File: src/rtl/m2vbsr_if.sv
// Stream-word input and custom-instruction port of the m2vbsr bitstream reader.
interface m2vbsr_if #(
  parameter int DATA_WIDTH = 16,
  parameter int CSEL_WIDTH = 3
);
  logic [DATA_WIDTH-1:0] s_data;
  logic                  s_valid;
  logic                  s_ready;
  logic [DATA_WIDTH-1:0] custom_adata;
  logic [DATA_WIDTH-1:0] custom_bdata;
  logic [CSEL_WIDTH-1:0] custom_select;
  logic                  custom_start;
  logic                  custom_enable;
  logic [DATA_WIDTH-1:0] custom_result;
  logic                  custom_done;

  modport slave (
    input  s_data, s_valid, custom_adata, custom_bdata, custom_select,
           custom_start, custom_enable,
    output s_ready, custom_result, custom_done
  );

  modport master (
    output s_data, s_valid, custom_adata, custom_bdata, custom_select,
           custom_start, custom_enable,
    input  s_ready, custom_result, custom_done
  );
endinterface

File: src/rtl/m2vbsr.sv
// MPEG-2 bitstream reader: 32-bit left-justified bit buffer fed by 16-bit words,
// executing show/get/skip/align/start-code/position commands for the processor.
//   state | meaning
//   IDLE  | waiting for custom_start
//   WAIT  | waiting for enough buffered bits, then execute
//   ALIGN | discard bits up to the next byte boundary
//   SCAN  | byte-wise search for the 0x000001 start-code prefix
//   DONE  | done pulse with the registered result
module m2vbsr #(
  parameter int DATA_WIDTH = 16,
  parameter int CSEL_WIDTH = 3
) (
  input  logic     clk,
  input  logic     reset,
  input  logic     softreset,
  m2vbsr_if.slave  bus
);

  localparam logic [2:0] ST_IDLE  = 3'd0;
  localparam logic [2:0] ST_WAIT  = 3'd1;
  localparam logic [2:0] ST_ALIGN = 3'd2;
  localparam logic [2:0] ST_SCAN  = 3'd3;
  localparam logic [2:0] ST_DONE  = 3'd4;

  localparam logic [CSEL_WIDTH-1:0] CMD_SHOW   = CSEL_WIDTH'(0);
  localparam logic [CSEL_WIDTH-1:0] CMD_GET    = CSEL_WIDTH'(1);
  localparam logic [CSEL_WIDTH-1:0] CMD_SKIP   = CSEL_WIDTH'(2);
  localparam logic [CSEL_WIDTH-1:0] CMD_ALIGN  = CSEL_WIDTH'(3);
  localparam logic [CSEL_WIDTH-1:0] CMD_NEXTSC = CSEL_WIDTH'(4);
  localparam logic [CSEL_WIDTH-1:0] CMD_POS    = CSEL_WIDTH'(5);

  logic [31:0]           sbuf_q, sbuf_d;
  logic [5:0]            fill_q, fill_d, fill_after;
  logic [15:0]           pos_q;
  logic [2:0]            state_q, state_d;
  logic [CSEL_WIDTH-1:0] cmd_q, cmd_d;
  logic [4:0]            n_q, n_d, n_in;
  logic [DATA_WIDTH-1:0] result_q, result_d, show_val;
  logic                  done_q, done_d;
  logic [5:0]            consume;
  logic [2:0]            align_bits;
  logic                  load;
  logic                  unused_bits;

  assign unused_bits = ^{bus.custom_adata, bus.custom_bdata[DATA_WIDTH-1:5]};

  assign n_in       = (bus.custom_bdata[4:0] > 5'd16) ? 5'd16 : bus.custom_bdata[4:0];
  assign show_val   = (n_q == 5'd0) ? 16'h0000 : (sbuf_q[31:16] >> (5'd16 - n_q));
  assign align_bits = 3'd0 - pos_q[2:0];

  always_comb begin
    state_d  = state_q;
    cmd_d    = cmd_q;
    n_d      = n_q;
    consume  = 6'd0;
    result_d = '0;
    done_d   = 1'b0;
    case (state_q)
      ST_IDLE: begin
        if (bus.custom_start) begin
          state_d = ST_WAIT;
          cmd_d   = bus.custom_select;
          n_d     = n_in;
        end
      end
      ST_WAIT: begin
        if (!bus.custom_enable) begin
          state_d = ST_IDLE;
        end else begin
          case (cmd_q)
            CMD_SHOW, CMD_GET, CMD_SKIP: begin
              if (fill_q >= {1'b0, n_q}) begin
                state_d  = ST_DONE;
                done_d   = 1'b1;
                result_d = (cmd_q == CMD_SKIP) ? 16'h0000 : show_val;
                consume  = (cmd_q == CMD_SHOW) ? 6'd0 : {1'b0, n_q};
              end
            end
            CMD_ALIGN, CMD_NEXTSC: state_d = ST_ALIGN;
            CMD_POS: begin
              state_d  = ST_DONE;
              done_d   = 1'b1;
              result_d = pos_q;
            end
            default: begin
              state_d = ST_DONE;
              done_d  = 1'b1;
            end
          endcase
        end
      end
      ST_ALIGN: begin
        if (!bus.custom_enable) begin
          state_d = ST_IDLE;
        end else if (fill_q >= {3'b000, align_bits}) begin
          consume = {3'b000, align_bits};
          if (cmd_q == CMD_ALIGN) begin
            state_d  = ST_DONE;
            done_d   = 1'b1;
            result_d = {13'h0000, align_bits};
          end else begin
            state_d = ST_SCAN;
          end
        end
      end
      ST_SCAN: begin
        if (!bus.custom_enable) begin
          state_d = ST_IDLE;
        end else if (fill_q >= 6'd24) begin
          // After the prefix, the start-code value is fetched as an ordinary GET 8.
          if (sbuf_q[31:8] == 24'h000001) begin
            consume = 6'd24;
            cmd_d   = CMD_GET;
            n_d     = 5'd8;
            state_d = ST_WAIT;
          end else begin
            consume = 6'd8;
          end
        end
      end
      ST_DONE: state_d = ST_IDLE;
      default: state_d = ST_IDLE;
    endcase
  end

  assign fill_after  = fill_q - consume;
  assign bus.s_ready = ~reset & ~softreset & (fill_after <= 6'd16);
  assign load        = bus.s_valid & bus.s_ready;
  assign sbuf_d      = (sbuf_q << consume) |
                       (load ? ({bus.s_data, 16'h0000} >> fill_after) : 32'h0);
  assign fill_d      = fill_after + (load ? 6'd16 : 6'd0);

  always_ff @(posedge clk or posedge reset) begin
    if (reset) begin
      sbuf_q   <= '0;
      fill_q   <= '0;
      pos_q    <= '0;
      state_q  <= ST_IDLE;
      cmd_q    <= '0;
      n_q      <= '0;
      result_q <= '0;
      done_q   <= 1'b0;
    end else if (softreset) begin
      sbuf_q   <= '0;
      fill_q   <= '0;
      pos_q    <= '0;
      state_q  <= ST_IDLE;
      cmd_q    <= '0;
      n_q      <= '0;
      result_q <= '0;
      done_q   <= 1'b0;
    end else begin
      sbuf_q   <= sbuf_d;
      fill_q   <= fill_d;
      pos_q    <= pos_q + {10'h000, consume};
      state_q  <= state_d;
      cmd_q    <= cmd_d;
      n_q      <= n_d;
      result_q <= result_d;
      done_q   <= done_d;
    end
  end

  // Gating with enable keeps a late-dropped enable from ever showing a done.
  assign bus.custom_done   = done_q & bus.custom_enable;
  assign bus.custom_result = bus.custom_done ? result_q : '0;

endmodule

File: src/flat_wrapper.sv
// flat-port wrapper written by rule: the top's interface ports become plain ports
module m2vbsr_flat 
#(
  parameter int DATA_WIDTH = 16,
  parameter int CSEL_WIDTH = 3
)
  (clk, reset, softreset, bus_s_data, bus_s_valid, bus_custom_adata, bus_custom_bdata, bus_custom_select, bus_custom_start, bus_custom_enable, bus_s_ready, bus_custom_result, bus_custom_done);
  m2vbsr_if #(.DATA_WIDTH(DATA_WIDTH), .CSEL_WIDTH(CSEL_WIDTH)) bus_i ();
  input  logic clk;
  input  logic reset;
  input  logic softreset;
  input wire logic [$bits(bus_i.s_data)-1:0] bus_s_data;
  input wire logic [$bits(bus_i.s_valid)-1:0] bus_s_valid;
  input wire logic [$bits(bus_i.custom_adata)-1:0] bus_custom_adata;
  input wire logic [$bits(bus_i.custom_bdata)-1:0] bus_custom_bdata;
  input wire logic [$bits(bus_i.custom_select)-1:0] bus_custom_select;
  input wire logic [$bits(bus_i.custom_start)-1:0] bus_custom_start;
  input wire logic [$bits(bus_i.custom_enable)-1:0] bus_custom_enable;
  output wire logic [$bits(bus_i.s_ready)-1:0] bus_s_ready;
  output wire logic [$bits(bus_i.custom_result)-1:0] bus_custom_result;
  output wire logic [$bits(bus_i.custom_done)-1:0] bus_custom_done;
  assign bus_i.s_data = bus_s_data;
  assign bus_i.s_valid = bus_s_valid;
  assign bus_i.custom_adata = bus_custom_adata;
  assign bus_i.custom_bdata = bus_custom_bdata;
  assign bus_i.custom_select = bus_custom_select;
  assign bus_i.custom_start = bus_custom_start;
  assign bus_i.custom_enable = bus_custom_enable;
  assign bus_s_ready = bus_i.s_ready;
  assign bus_custom_result = bus_i.custom_result;
  assign bus_custom_done = bus_i.custom_done;
  m2vbsr #(.DATA_WIDTH(DATA_WIDTH), .CSEL_WIDTH(CSEL_WIDTH)) u_core (.clk(clk), .reset(reset), .softreset(softreset), .bus(bus_i));
endmodule
File: config.mk
export PLATFORM = sky130hd
export DESIGN_NAME = m2vbsr_flat
export DESIGN_NICKNAME = d
export VERILOG_FILES = /design/src/rtl/m2vbsr_if.sv /design/src/rtl/m2vbsr.sv /design/src/flat_wrapper.sv
export SDC_FILE = /design/constraint.sdc
export NUM_CORES = 1
export LEC_CHECK = 0
export ABC_AREA = 1
export CORE_MARGIN = 2
export CORE_UTILIZATION = 35
export DETAILED_ROUTE_END_ITERATION = 7
export GPL_TIMING_DRIVEN = 0
export PLACE_DENSITY = 0.61
export SLEW_MARGIN = 5
export SYNTH_ARGS = -nofsm -noshare
export SYNTH_HDL_FRONTEND = slang
export SYNTH_SLANG_ARGS = --single-unit
export TNS_END_PERCENT = 100
File: constraint.sdc
create_clock -name clk -period 11.7 [get_ports clk]
set_input_delay 3.51 -clock clk [delete_from_list [all_inputs] [get_ports clk]]
set_output_delay 3.51 -clock clk [all_outputs]
set_load 0.01 [all_outputs]
==> impl_metrics.prom, run 1 <==
# TYPE chip_impl_metric gauge
chip_impl_metric{name="timing.critical_path.required",unit="ps"} 8190
chip_impl_metric{name="synth-edff-count",unit=""} 0
chip_impl_metric{name="p_int",unit="uW"} 678
chip_impl_metric{name="gp_routability_congestion",unit=""} 0.975
chip_impl_metric{name="floorplan.core_area",unit="um^2"} 21600
chip_impl_info{name="critical_path_class",value="in2out"} 1
chip_impl_metric{name="antenna_cells_inserted",unit=""} 0
chip_impl_metric{name="grt_max_degree",unit=""} 64
chip_impl_info{name="mostFrequentLayoutCell",value="sky130_fd_sc_hd__nand2_1"} 1
chip_impl_metric{name="worst_slew_margin_rel",unit="%"} 58.5
chip_impl_metric{name="fin_total_pwr",unit="mW"} 1.31
chip_impl_metric{name="synthDistinctLibCells",unit=""} 51
chip_impl_metric{name="fin_nets",unit=""} 1380
chip_impl_metric{name="first_pass_iters",unit=""} 7
chip_impl_metric{name="postLayoutCellArea",unit="um^2"} 8790
chip_impl_metric{name="flow.area_growth_from_synthesis",unit="%"} 14.9
chip_impl_metric{name="vias",unit=""} 8599
chip_impl_metric{name="rr_worst_depth",unit=""} 26
chip_impl_info{name="post-synth-top-area-cell",value="sky130_fd_sc_hd__dfrtp_1"} 1
chip_impl_metric{name="synth_nets",unit=""} 1322
chip_impl_info{name="rsz0062_at_grt",value="no"} 1
chip_impl_metric{name="drc",unit=""} 0
chip_impl_metric{name="p_comb_share",unit="%"} 50.8
chip_impl_metric{name="grt_use_total",unit="%"} 23.1
chip_impl_metric{name="finalWorstSetupSlack",unit="ps"} 768
chip_impl_metric{name="fillers",unit=""} 2414
chip_impl_metric{name="cts.repair_timing.setup_buffer_count",unit=""} 0
chip_impl_metric{name="clkPwrFrac",unit="%"} 22.3
chip_impl_metric{name="drive_above_1_share",unit="%"} 7.06
chip_impl_metric{name="dp_hpwl",unit="mm"} 21.9
chip_impl_metric{name="post_cts.resized_instances",unit=""} 0
chip_impl_metric{name="register_clock_pin_slew_on_the_reported_worst_setup_and_hold_paths",unit="ps"} 70
chip_impl_metric{name="die_width",unit="um"} 152
chip_impl_metric{name="routed_wl",unit="mm"} 27.4
chip_impl_metric{name="finalCritPeriodShare",unit="%"} 93.4
chip_impl_metric{name="initial_utilization",unit="%"} 35.4
chip_impl_metric{name="critPathMaxStageDelay",unit="ps"} 570
chip_impl_metric{name="async_flop_share",unit="%"} 100
chip_impl_metric{name="cts.sink_count",unit=""} 82
chip_impl_metric{name="cts_max_path_buffers",unit=""} 2
chip_impl_info{name="commonest_cells_after_routing_fill_and_taps_aside",value="sky130_fd_sc_hd__nand2_1, sky130_fd_sc_hd__nand3_1, sky130_fd_sc_hd__inv_1, sky130_fd_sc_hd__o21ai_0, sky130_fd_sc_hd__dfrtp_1"} 1
chip_impl_metric{name="synthesis.area_per_instance",unit="um^2"} 6.17
chip_impl_metric{name="grt_remaining_overflow",unit=""} 0
chip_impl_info{name="worst_path_max_delay_cell",value="sky130_fd_sc_hd__clkdlybuf4s50_1"} 1
chip_impl_metric{name="detailedRoute.firstIterationViolations",unit=""} 758
chip_impl_metric{name="syn_area",unit="um^2"} 7650
chip_impl_info{name="netlist_top_cells_area",value="sky130_fd_sc_hd__dfrtp_1, sky130_fd_sc_hd__nand2_1, sky130_fd_sc_hd__nand3_1, sky130_fd_sc_hd__inv_1, sky130_fd_sc_hd__o21ai_0"} 1
chip_impl_metric{name="synth.yosys.seq_area_share",unit="%"} 26.8
chip_impl_metric{name="period_needed",unit="ps"} 10930
chip_impl_metric{name="cp_max_fo",unit=""} 10
chip_impl_metric{name="power.static_leakage",unit="nW"} 4.07
chip_impl_metric{name="synth_warnings",unit=""} 0
chip_impl_metric{name="first_global_vias",unit=""} 7932
chip_impl_metric{name="worstPathBufferInverterCount",unit=""} 5
chip_impl_metric{name="h_tree_lvls",unit=""} 3
chip_impl_metric{name="ant_nets",unit=""} 0
chip_impl_metric{name="maxCapViolCount",unit=""} 0
chip_impl_info{name="clock_tree.root_cell",value="sky130_fd_sc_hd__clkbuf_16"} 1
chip_impl_metric{name="dpl-instance-area",unit="um^2"} 8500
chip_impl_metric{name="core.rowCount",unit=""} 54
chip_impl_metric{name="max_freq",unit="MHz"} 91.5
chip_impl_info{name="synth_flop_cell",value="sky130_fd_sc_hd__dfrtp_1"} 1
chip_impl_metric{name="hold-worst-slack",unit="ps"} 476
chip_impl_metric{name="hold_buffers",unit=""} 0
chip_impl_metric{name="seqPwrFrac",unit="%"} 26.8
chip_impl_metric{name="die-area",unit="um^2"} 23100
chip_impl_metric{name="design.portCount",unit=""} 75
chip_impl_metric{name="tritoncts.num_buffers",unit=""} 9
chip_impl_metric{name="dp_worst_setup_slack",unit="ps"} 787
chip_impl_metric{name="netlist.area_leader.share",unit="%"} 26.8
chip_impl_metric{name="sw_frac_of_total",unit="%"} 48.4
chip_impl_metric{name="worst_pin_slew",unit="ps"} 618
chip_impl_metric{name="final-hold-violation-count",unit=""} 0
chip_impl_metric{name="slew_violations",unit=""} 0
chip_impl_info{name="cts_tree",value="yes"} 1
chip_impl_metric{name="placedCellCount",unit=""} 1568
chip_impl_info{name="setup.worst_path.end_class",value="primary output"} 1
chip_impl_metric{name="grt_antenna_before_repair",unit=""} 0
chip_impl_metric{name="vias_per_cell",unit=""} 5.43
chip_impl_info{name="critical_path_cell_by_cell",value="clkdlybuf4s50_1 > nand3_2 > nor3_4 > nand2_1 > o22ai_2 > inv_2 > buf_2 > ha_1 > a21oi_2 > nand2_1 > nand2_1 > nand2_1 > a21oi_1 > xor2_1 > inv_1 > nor2_4 > clkdlybuf4s50_1"} 1
chip_impl_metric{name="hold-path-cell-count",unit=""} 1
chip_impl_metric{name="dieHeight",unit="um"} 152
chip_impl_metric{name="power_density",unit="nW/um^2"} 149
chip_impl_info{name="critical_path.most_common_cell",value="sky130_fd_sc_hd__nand2_1"} 1
chip_impl_metric{name="synth_cells",unit=""} 1241
chip_impl_metric{name="postSynthRegisterBits",unit=""} 82
chip_impl_metric{name="fin_cells",unit=""} 1584
chip_impl_metric{name="p_switching",unit="uW"} 635
chip_impl_info{name="startpoint_type",value="primary input"} 1
chip_impl_metric{name="max-vdd-ir-drop",unit="V"} 0.0000957
chip_impl_metric{name="clock_insertion_delay_at_the_later_pin_of_the_skew_report",unit="ps"} 360
chip_impl_metric{name="port_buffers",unit=""} 46
chip_impl_info{name="cpLargestDelayFamily",value="buffers and inverters"} 1
chip_impl_info{name="status",value="complete, no violations"} 1
chip_impl_metric{name="final_core_density",unit="%"} 40.7
chip_impl_metric{name="totalNegativeSetupSlack",unit="ps"} 0
chip_impl_metric{name="routed_wire_length_per_instance",unit="um"} 17.3
chip_impl_metric{name="worst-path-stages",unit=""} 17
chip_impl_metric{name="clock-skew-final",unit="ps"} 14.2
chip_impl_metric{name="grt_pass1_wl",unit="mm"} 42.7
chip_impl_info{name="holdCritPathClass",value="reg2reg"} 1
chip_impl_metric{name="timing.final.setup_violations",unit=""} 0
chip_impl_metric{name="critical_path_arrival",unit="ps"} 7420
## cells in the mapped netlist, types with 12 or more instances
cell type and count:
sky130_fd_sc_hd__clkbuf_1 27, sky130_fd_sc_hd__nor3_1 15, sky130_fd_sc_hd__nor2_1 79, sky130_fd_sc_hd__mux2i_1 12
sky130_fd_sc_hd__a21oi_1 67, sky130_fd_sc_hd__dfrtp_1 82, sky130_fd_sc_hd__buf_2 30, sky130_fd_sc_hd__nand2_1 333
sky130_fd_sc_hd__o21ai_0 87, sky130_fd_sc_hd__o211ai_1 12, sky130_fd_sc_hd__nand3_1 246, sky130_fd_sc_hd__inv_1 120
sky130_fd_sc_hd__inv_2 13, sky130_fd_sc_hd__ha_1 22
## kinds of logic (layout without fill, tap and decap cells)
kind of cell	after synthesis	in the layout	share of synthesized area (%)
AO/OA/AOI/OAI	201	201	14.8
XOR/XNOR	6	6	0.686
adder cells (fa/ha/maj)	24	24	4.12
buffers and inverters	205	268	11.0
flip-flops	82	82	26.8
multiplexers	12	12	1.57
AND/OR/NAND/NOR	711	711	41.0
## final cells by class
type	count	area [um^2]	share of cell area, %
multi-input combinational	954	4760	54.1
sequential	82	2050	23.3
inverter	137	517	5.88
timing repair buffer	47	488	5.55
tap	280	350	3.98
buffer	68	330	3.76
clock buffer	9	225	2.56
clock inverter	7	73.8	0.839
## per-layer routing
layer / GRT usage, % / vias to the layer above / routed length, um
met1: 32.1 / 3986 / 12400
met4: 10.2 / 0 / 971
met3: 2.54 / 55 / 1650
li1: - / 4235 / -
met2: 36.5 / 323 / 12400
met5: 0 / - / 0
## power groups by stage
stage | Combinational [mW] | Clock [mW] | Sequential [mW]
6_report | 0.667 | 0.293 | 0.352
4_1_cts | 0.654 | 0.299 | 0.351
2_1_floorplan | 0.476 | 0 | 0.344
3_3_place_gp | 0.651 | 0 | 0.356
3_5_place_dp | 0.651 | 0 | 0.357
5_1_grt | 0.743 | 0.311 | 0.356
## worst register-to-register path: cells and delay by family, from the launching register on
| kind | cells | cell delay [ps] |
|---|---|---|
| simple gates | 8 | 820 |
| compound gates | 5 | 1000 |
| xor+xnor | 2 | 500 |
| buf+inv | 7 | 1010 |
| fa+ha+maj | 4 | 1060 |
| flops | 1 | 450 |
## final timing paths
path	from	to	slack, ps
max reg2reg	u_core.pos_q[0]	u_core.fill_q[5]	6770
max	bus_custom_enable	bus_s_ready	770
min	u_core.pos_q[15]	u_core.pos_q[15]	480
min reg2reg	u_core.pos_q[15]	u_core.pos_q[15]	480
min in group asynchronous	reset	u_core.pos_q[8]	3450
max in group asynchronous	reset	u_core.sbuf_q[15]	7630
## sequential cells by signal, indices dropped and copies added (netlist names)
name,cells
u_core.cmd_q,3
u_core.done_q,1
u_core.fill_q,6
u_core.n_q,5
u_core.pos_q,16
u_core.result_q,16
u_core.sbuf_q,32
u_core.state_q,3
No activity file was read; power rests on OpenSTA's default activity.
==> inputs of run 2 (changes only) <==
--- a/config.mk
+++ b/config.mk
@@ -6,8 +6,10 @@
 export NUM_CORES = 1
 export LEC_CHECK = 0
 export ABC_AREA = 1
+export CORE_ASPECT_RATIO = 0.9
 export CORE_MARGIN = 2
 export CORE_UTILIZATION = 35
+export CTS_CLUSTER_SIZE = 8
 export DETAILED_ROUTE_END_ITERATION = 7
 export GPL_TIMING_DRIVEN = 0
 export PLACE_DENSITY = 0.61
==> run 2 against run 1 <==
Net effect:
- largest cell class unchanged
- via count is 0.80% lower
- design area is 0.16% higher
- cell count is 0.69% higher
- critical endpoint unchanged
- setup slack worse by 16 ps
- total power is 0.67% lower
- largest power group unchanged
- clock skew is 5.2 ps lower
- maximum frequency is 0.14% lower
==> impl_metrics.prom, run 2 (synthesized netlist as in run 1, its figures left out) <==
# TYPE chip_impl_metric gauge
chip_impl_metric{name="worstPathBufferInverterCount",unit=""} 5
chip_impl_metric{name="clock_insertion_delay_at_the_later_pin_of_the_skew_report",unit="ps"} 360
chip_impl_metric{name="detailedRoute.firstIterationViolations",unit=""} 792
chip_impl_metric{name="antenna_cells_inserted",unit=""} 0
chip_impl_metric{name="drive_above_1_share",unit="%"} 7.06
chip_impl_metric{name="cts_max_path_buffers",unit=""} 2
chip_impl_info{name="mostFrequentLayoutCell",value="sky130_fd_sc_hd__nand2_1"} 1
chip_impl_info{name="startpoint_type",value="primary input"} 1
chip_impl_info{name="critical_path.most_common_cell",value="sky130_fd_sc_hd__nand2_1"} 1
chip_impl_info{name="worst_path_max_delay_cell",value="sky130_fd_sc_hd__clkdlybuf4s50_1"} 1
chip_impl_metric{name="final-seq-area",unit="um^2"} 2050
chip_impl_info{name="cpLargestDelayFamily",value="buffers and inverters"} 1
chip_impl_metric{name="timing.final.setup_violations",unit=""} 0
chip_impl_info{name="status",value="complete, no violations"} 1
chip_impl_metric{name="core.rowCount",unit=""} 51
chip_impl_metric{name="gp_routability_congestion",unit=""} 0.960
chip_impl_metric{name="tritoncts.num_buffers",unit=""} 9
chip_impl_metric{name="post_cts.resized_instances",unit=""} 0
chip_impl_metric{name="period_needed",unit="ps"} 10950
chip_impl_metric{name="final_core_density",unit="%"} 40.8
chip_impl_metric{name="max-vdd-ir-drop",unit="V"} 0.0000847
chip_impl_info{name="holdCritPathClass",value="reg2reg"} 1
chip_impl_metric{name="port_buffers",unit=""} 46
chip_impl_metric{name="die_width",unit="um"} 160
chip_impl_metric{name="grt_pass1_wl",unit="mm"} 43.4
chip_impl_metric{name="routed_wire_length_per_instance",unit="um"} 17.3
chip_impl_info{name="cts_tree",value="yes"} 1
chip_impl_metric{name="flow.area_growth_from_synthesis",unit="%"} 15.1
chip_impl_metric{name="h_tree_lvls",unit=""} 3
chip_impl_metric{name="slew_violations",unit=""} 0
chip_impl_metric{name="routed-wl-met2",unit="mm"} 11.6
chip_impl_metric{name="largest_register_ff_count",unit=""} 32
chip_impl_metric{name="routed_wl",unit="mm"} 27.6
chip_impl_metric{name="maxCapViolCount",unit=""} 0
chip_impl_metric{name="cts.repair_timing.setup_buffer_count",unit=""} 0
chip_impl_metric{name="register_clock_pin_slew_on_the_reported_worst_setup_and_hold_paths",unit="ps"} 70
chip_impl_info{name="setup.worst_path.end_class",value="primary output"} 1
chip_impl_info{name="highest_layer",value="met4"} 1
chip_impl_metric{name="max_freq",unit="MHz"} 91.3
chip_impl_metric{name="m1WireLength",unit="mm"} 13.1
chip_impl_metric{name="dp_hpwl",unit="mm"} 21.9
chip_impl_metric{name="critical_path_arrival",unit="ps"} 7440
chip_impl_metric{name="hold_buffers",unit=""} 0
chip_impl_metric{name="multi_input_area",unit="um^2"} 4760
chip_impl_metric{name="dpl-instance-area",unit="um^2"} 8510
chip_impl_metric{name="final-hold-violation-count",unit=""} 0
chip_impl_metric{name="ant_nets",unit=""} 0
chip_impl_metric{name="clock-skew-final",unit="ps"} 8.96
chip_impl_metric{name="grt_antenna_before_repair",unit=""} 0
chip_impl_metric{name="worst_slew_margin_rel",unit="%"} 58.4
chip_impl_metric{name="first_global_vias",unit=""} 7891
chip_impl_info{name="clock_tree.root_cell",value="sky130_fd_sc_hd__clkbuf_16"} 1
chip_impl_metric{name="fillers",unit=""} 2439
chip_impl_info{name="critical_path_class",value="in2out"} 1
chip_impl_metric{name="first_pass_iters",unit=""} 6
chip_impl_metric{name="power.static_leakage",unit="nW"} 4.08
chip_impl_metric{name="power_density",unit="nW/um^2"} 148
chip_impl_metric{name="critPathMaxStageDelay",unit="ps"} 570
chip_impl_metric{name="vias_per_cell",unit=""} 5.35
chip_impl_metric{name="dieHeight",unit="um"} 144
chip_impl_info{name="rsz0062_at_grt",value="no"} 1
chip_impl_info{name="commonest_cells_after_routing_fill_and_taps_aside",value="sky130_fd_sc_hd__nand2_1, sky130_fd_sc_hd__nand3_1, sky130_fd_sc_hd__inv_1, sky130_fd_sc_hd__o21ai_0, sky130_fd_sc_hd__dfrtp_1"} 1
chip_impl_metric{name="drc",unit=""} 0
chip_impl_metric{name="timing.critical_path.required",unit="ps"} 8190
chip_impl_metric{name="grt_max_degree",unit=""} 53
chip_impl_metric{name="totalNegativeSetupSlack",unit="ps"} 0
chip_impl_metric{name="vias",unit=""} 8530
chip_impl_metric{name="fin_nets",unit=""} 1380
chip_impl_metric{name="floorplan.core_area",unit="um^2"} 21600
chip_impl_info{name="biggestRegsByFlops",value="u_core.sbuf_q (32), u_core.pos_q (16), u_core.result_q (16)"} 1
chip_impl_info{name="critical_path_cell_by_cell",value="clkdlybuf4s50_1 > nand3_2 > nor3_4 > nand2_1 > o22ai_2 > inv_2 > buf_2 > ha_1 > a21oi_2 > nand2_1 > nand2_1 > nand2_1 > a21oi_1 > xor2_1 > inv_1 > nor2_4 > clkdlybuf4s50_1"} 1
chip_impl_metric{name="postLayoutCellArea",unit="um^2"} 8810
chip_impl_metric{name="cts.sink_count",unit=""} 82
chip_impl_metric{name="wl_met3",unit="mm"} 2.32
chip_impl_metric{name="worst_pin_slew",unit="ps"} 620
chip_impl_metric{name="grt_use_total",unit="%"} 24.2
chip_impl_info{name="top_register",value="u_core.sbuf_q"} 1
chip_impl_metric{name="design.portCount",unit=""} 75
chip_impl_metric{name="initial_utilization",unit="%"} 35.5
chip_impl_metric{name="cp_max_fo",unit=""} 10
chip_impl_metric{name="grt_remaining_overflow",unit=""} 0
chip_impl_metric{name="die-area",unit="um^2"} 23100
chip_impl_metric{name="finalCritPeriodShare",unit="%"} 93.6
run 2: layout make-up:
class | instances | area share (%)
sequential | 82 | 23.3
tap | 291 | 4.13
buffer | 68 | 3.75
clock inverter | 7 | 0.838
timing repair buffer | 47 | 5.54
clock buffer | 9 | 2.56
inverter | 137 | 5.87
multi-input combinational | 954 | 54.0
run 2: final timing paths:
check	slack (ps)	depth (start not counted)	end	start
setup / recovery	750	17	bus_s_ready	bus_custom_enable
hold / removal	470	1	u_core.pos_q[15]	u_core.pos_q[15]
setup reg to reg	6590	25	u_core.sbuf_q[11]	u_core.pos_q[0]
hold reg to reg	470	1	u_core.pos_q[15]	u_core.pos_q[15]
max in group asynchronous	7590	3	u_core.sbuf_q[14]	reset
min in group asynchronous	3500	2	u_core.state_q[0]	reset
run 2: through the flow:
stage / worst slack (ps) / hold slack, ps / cells / total power [mW]
6_report: 753 / 467 / 1595 / 1.30
5_1_grt: 527 / 500 / 1595 / 1.40
4_1_cts: 803 / 468 / 1595 / 1.29
3_5_place_dp: 822 / 456 / 1579 / 1.00
3_3_place_gp: 538 / 458 / 1578 / 1.00
2_1_floorplan: 2380 / 434 / 1241 / 0.820
run 2: power breakdown:
| part | leakage [nW] | switching [mW] | total, mW | internal, mW |
|---|---|---|---|---|
| clock | 0.147 | 0.138 | 0.289 | 0.151 |
| sequential | 1.13 | 0.0421 | 0.359 | 0.317 |
| combinational | 2.80 | 0.447 | 0.657 | 0.210 |
| total | 4.08 | 0.627 | 1.30 | 0.677 |
run 2: routing by layer:
metal,track usage (%),vias to the layer above
met1,34.8,3931
met5,0,-
met3,4.76,40
met2,37.1,324
met4,6.50,0
li1,-,4235
